<file path="src/rtl/shiftadd_arbiter.sv">
// shiftadd_arbiter: round-robin sharing of one sequential multiplier between two requesters with a watchdog
module shiftadd_arbiter #(
  parameter int WIDTH   = 4,
  parameter int TIMEOUT = 31
) (
  input  logic               clk,
  input  logic               rst,
  input  logic               req0,
  input  logic [WIDTH-1:0]   a0,
  input  logic [WIDTH-1:0]   b0,
  output logic               ack0,
  output logic [2*WIDTH-1:0] res0,
  output logic               err0,
  input  logic               req1,
  input  logic [WIDTH-1:0]   a1,
  input  logic [WIDTH-1:0]   b1,
  output logic               ack1,
  output logic [2*WIDTH-1:0] res1,
  output logic               err1,
  output logic               mul_start,
  output logic [WIDTH-1:0]   mul_a,
  output logic [WIDTH-1:0]   mul_b,
  input  logic               mul_flag,
  input  logic [2*WIDTH-1:0] mul_res
);
  localparam int CW = $clog2(TIMEOUT + 1);
  typedef enum logic [1:0] {IDLE, LAUNCH, WAIT, DONE} state_t;
  state_t state, nxt;
  logic gnt, last, pick, hit, expire, finish;
  logic [CW-1:0] cnt;
  assign pick   = (req0 & req1) ? ~last : req1;
  assign hit    = (cnt != '0) & mul_flag;
  assign expire = cnt == CW'(TIMEOUT - 1);
  assign finish = (state == WAIT) & (hit | expire);
  // state register
  always_ff @(posedge clk or posedge rst)
    if (rst) state <= IDLE;
    else state <= nxt;
  // next-state: a stale flag at cnt==0 is never a completion
  always_comb
    nxt = state == IDLE   ? ((req0 | req1) ? LAUNCH : IDLE) :
          state == LAUNCH ? WAIT :
          state == WAIT   ? ((hit | expire) ? DONE : WAIT) : IDLE;
  // outputs decoded from state: start and acks are single-cycle by construction
  always_comb begin
    mul_start = state == LAUNCH;
    ack0      = (state == DONE) & ~gnt;
    ack1      = (state == DONE) & gnt;
  end
  // grant/operand capture, wait counter, result latching and round-robin pointer
  always_ff @(posedge clk or posedge rst)
    if (rst) begin
      gnt   <= 1'b0;
      last  <= 1'b1;
      cnt   <= '0;
      mul_a <= '0;
      mul_b <= '0;
      res0  <= '0;
      res1  <= '0;
      err0  <= 1'b0;
      err1  <= 1'b0;
    end else begin
      cnt <= state == WAIT ? cnt + 1'b1 : '0;
      if (state == IDLE && (req0 | req1)) begin
        gnt   <= pick;
        mul_a <= pick ? a1 : a0;
        mul_b <= pick ? b1 : b0;
      end
      if (finish && !gnt) begin
        res0 <= hit ? mul_res : '0;
        err0 <= ~hit;
      end
      if (finish && gnt) begin
        res1 <= hit ? mul_res : '0;
        err1 <= ~hit;
      end
      if (state == DONE) last <= gnt;
    end
endmodule

</file>
<file path="config.mk">
export PLATFORM = sky130hd
export DESIGN_NAME = shiftadd_arbiter
export DESIGN_NICKNAME = d
export VERILOG_FILES = /design/src/rtl/shiftadd_arbiter.sv
export SDC_FILE = /design/constraint.sdc
export NUM_CORES = 1
export LEC_CHECK = 0
export BUFFER_PORTS_ARGS = -buffer_cell sky130_fd_sc_hd__buf_4
export CAP_MARGIN = 30
export CORE_ASPECT_RATIO = 1.1
export CORE_UTILIZATION = 44
export DETAILED_ROUTE_END_ITERATION = 10
export PLACE_DENSITY = 0.75
export SLEW_MARGIN = 40
export SYNTH_ARGS = -nofsm -noshare
export SYNTH_HDL_FRONTEND = slang
export SYNTH_SLANG_ARGS = --single-unit
</file>
<file path="constraint.sdc">
create_clock -name clk -period 2 [get_ports clk]
set_clock_uncertainty 0.15 [all_clocks]
set_input_delay 0.1 -clock clk [delete_from_list [all_inputs] [get_ports clk]]
set_output_delay 0.1 -clock clk [all_outputs]
set_load 0.005 [all_outputs]
</file>
==> reports/qor.json <==
{
  "synth_sequential_area_ratio_pct": 53.8,
  "route.detailed.vias_per_inst": 4.81,
  "synth_most_common_cell": "dfrtp_1",
  "ff2ff_setup_slack_ns": 0.08,
  "layout_setup_ws_ns": 0.0525,
  "cts_setup_buffers": 0,
  "ys.warnings.count": 0,
  "drt_iter0_markers": 47,
  "grt_start_max_net_pins": 36,
  "grt_pass1_wl_um": 5810,
  "nets_final": 256,
  "worstSetupEndpointType": "flop",
  "timing.final.max_slew_violations": 0,
  "fp.dieArea_mm2": 0.00395,
  "design.portCount": 58,
  "worstHoldEndpoint": "res1[5]",
  "hold_violations": 0,
  "port_buffers": 57,
  "syn-num-nets": 162,
  "path_class": "input pin to flop",
  "clock_path_buffers": 2,
  "fin_cells": 269,
  "hold_slack_ns": 0.0153,
  "antenna_cells_inserted": 0,
  "dpl_cell_area_mm2": 0.00219,
  "core_region_area_mm2": 0.00344,
  "preCtsSetupSlack_ns": -0.0212,
  "largest_area_contributor_in_the_synthesized_netlist": "dfrtp_1",
  "final_antenna_net_count": 0,
  "max_clock_freq_ghz": 0.513,
  "fp.dieW_um": 60.0,
  "number_of_antenna_violations_at_the_first_check_in_global_routing": 0,
  "cp_data_arrival_time_ns": 2.02,
  "cellLeakagePower_nw": 1.29,
  "synth_cell_types": 25,
  "total_grt_overflow": 0,
  "route.final.wire_length_um": 3520,
  "gp_congestion": 0.701,
  "clk_pin_slew_worst_paths_ns": 0.11,
  "tritoncts": "built",
  "route.detailed.wl_per_inst_um": 13.1,
  "power.density_cell_area_mw_per_mm2": 1150,
  "dr_total_vias": 1295,
  "fp.dieH_um": 65.8,
  "clock_sinks": 35,
  "cts_inserted_buffers": 5,
  "synth_enable_flop_cells": 0,
  "status": "finished, final reports clean",
  "synth-main-ff-cell": "dfrtp_1",
  "min_from": "mul_res[5]",
  "period_minus_slack_ns": 1.95,
  "worstPathMaxFanout": 8,
  "placementRows": 22,
  "worst_setup_path_start_kind": "input pin",
  "ys_top_cells_by_area": "dfrtp_1 52%, mux2_2 13%, ha_1 5.4%",
  "clock_tree.root_cell": "clkbuf_4",
  "setup_repair_after_global_routing_missed_its_margin": "yes",
  "place.detailed.hpwl_um": 2550,
  "synthesis.area_mm2": 0.00163,
  "end_of_the_worst_register_to_register_path": "res1[3]",
  "max-slew-margin-rel_pct": 68.6,
  "synthToLayoutAreaGrowth_pct": 53.3,
  "reg2reg_depth": 5,
  "post-route-cell-area_mm2": 0.00250,
  "start_util_pct": 47.3,
  "drv.max_cap_violation_count": 0,
  "async_flop_share_pct": 100,
  "ys_top_cells_by_count": "34 x dfrtp_1, 19 x mux2_2, 9 x nand2_1",
  "clk-insertion-delay-late_ns": 0.33,
  "synth_seq_cells": 35,
  "hold_crit_class": "input pin to flop",
  "worst_ep_required_ns": 2.07,
  "post_route_cells_drive_above_1_share_pct": 46.2,
  "worst_ir_drop_vdd_mv": 0.583,
  "drc_errors": 0,
  "hold_path_depth": 3,
  "dp.cells": 237,
  "grt_pass1_vias": 1358,
  "drt_pre_antenna_iters": 4,
  "fin_crit_sh_pct": 97.4,
  "num-fill-cells": 260,
  "setup-violations-final": 0,
  "synth_top_cell_area_share_pct": 52.2,
  "global_route.usage.total_pct": 20.0,
  "r2r_start": "cnt[0]",
  "syn_inst": 126,
  "postSynthAreaPerCell_um2": 12.9,
  "cts_htree_levels": 2,
  "worst-slew-pin-transition_ns": 0.468
}
==> per-stage QoR <==
stage / util, % / setup TNS (ns) / power, W
final: 72.6 / 0 / 0.00287
after global routing: 72.6 / -0.0152 / 0.00309
after CTS: 72.1 / 0 / 0.00289
after detailed placement: 63.6 / -0.182 / 0.00245
after global placement: 63.6 / 0 / 0.00237
after floorplan: - / 0 / 0.00179
==> cell usage in the layout, fill, tap and decap left out, types with 2 or more instances in the layout <==
master	instances
and2_1	5
and3_1	8
buf_4	65
clkbuf_4	5
clkinvlp_4	2
dfrtp_1	34
dlygate4sd3_1	24
ha_1	6
inv_1	5
mux2_2	19
mux2i_1	8
nand2_1	9
nand3_1	2
nor2b_1	2
nor4b_4	2
o21ai_0	8
o21ai_1	2
xnor2_1	2
==> state kept, by name, summed over array words and instances, names as in the netlist <==
name   count
last       1
mul_b      4
res1       8
err0       1
err1       1
res0       8
gnt        1
mul_a      4
cnt        5
state      2
==> what timing repair did <==
| item | in CTS | in global routing |
|---|---|---|
| hold endpoints to repair | 49 | 2 |
| pin swaps | 0 | 0 |
| resized for setup | 1 | 3 |
| hold buffers | 23 | 1 |
| endpoints found under the setup margin | 16 | 11 |
==> kinds of logic after synthesis <==
kind of cell | synth area share (%)
and+or+nand+nor | 13.7
adders and majority gates | 5.38
muxes | 18.0
xor gates and xnor gates | 1.61
DFF | 53.8
buffers and inverters | 2.07
AOI/OAI and AO/OA | 5.38
==> worst max-delay path by stage <==
stage                      start       end  slack, ns  cells past startpoint
after floorplan           cnt[0]      err1       0.07                      5
after global placement    cnt[0]   res1[6]       0.05                      5
after detailed placement  cnt[0]   res1[3]      -0.02                      5
after CTS                   req0  mul_a[0]       0.06                      7
after global routing      cnt[0]   res1[2]     -0.006                      5
final                       req0  mul_b[0]       0.05                      7
==> area by class of cell <==
cell class                 instances  area, um^2  area share, %
sequential                        35         877           35.1
timing repair buffer              91         759           30.4
multi-input combinational         82         724           29.0
tap                               48        60.1           2.40
clock buffer                       5        37.5           1.50
clock inverter                     3        20.0          0.802
inverter                           5        18.8          0.752
==> critical path: stages <==
cell and delay, ns:
dlygate4sd3_1 0.54, buf_4 0.14, a21boi_1 0.15, buf_4 0.22, mux2i_1 0.23, dlygate4sd3_1 0.57, o21ai_0 0.07
==> per-layer routing <==
layer | part of all wire [%] | vias up | track usage, % | routed length, um
met5 | 0 | - | 0 | 0
met4 | 1.4 | 0 | 6.98 | 51
met3 | 6.8 | 6 | 6.26 | 239
met2 | 51 | 54 | 35.6 | 1800
met1 | 41 | 609 | 22.2 | 1440
li1 | - | 626 | - | -
==> power breakdown <==
| group | total [W] | internal, W | switching [W] |
|---|---|---|---|
| clock network | 0.000372 | 0.000134 | 0.000237 |
| logic | 0.00131 | 0.000795 | 0.000513 |
| registers | 0.00119 | 0.00100 | 0.000185 |
| total | 0.00287 | 0.00193 | 0.000935 |
Note: power is estimated with default switching activity, not from simulation.
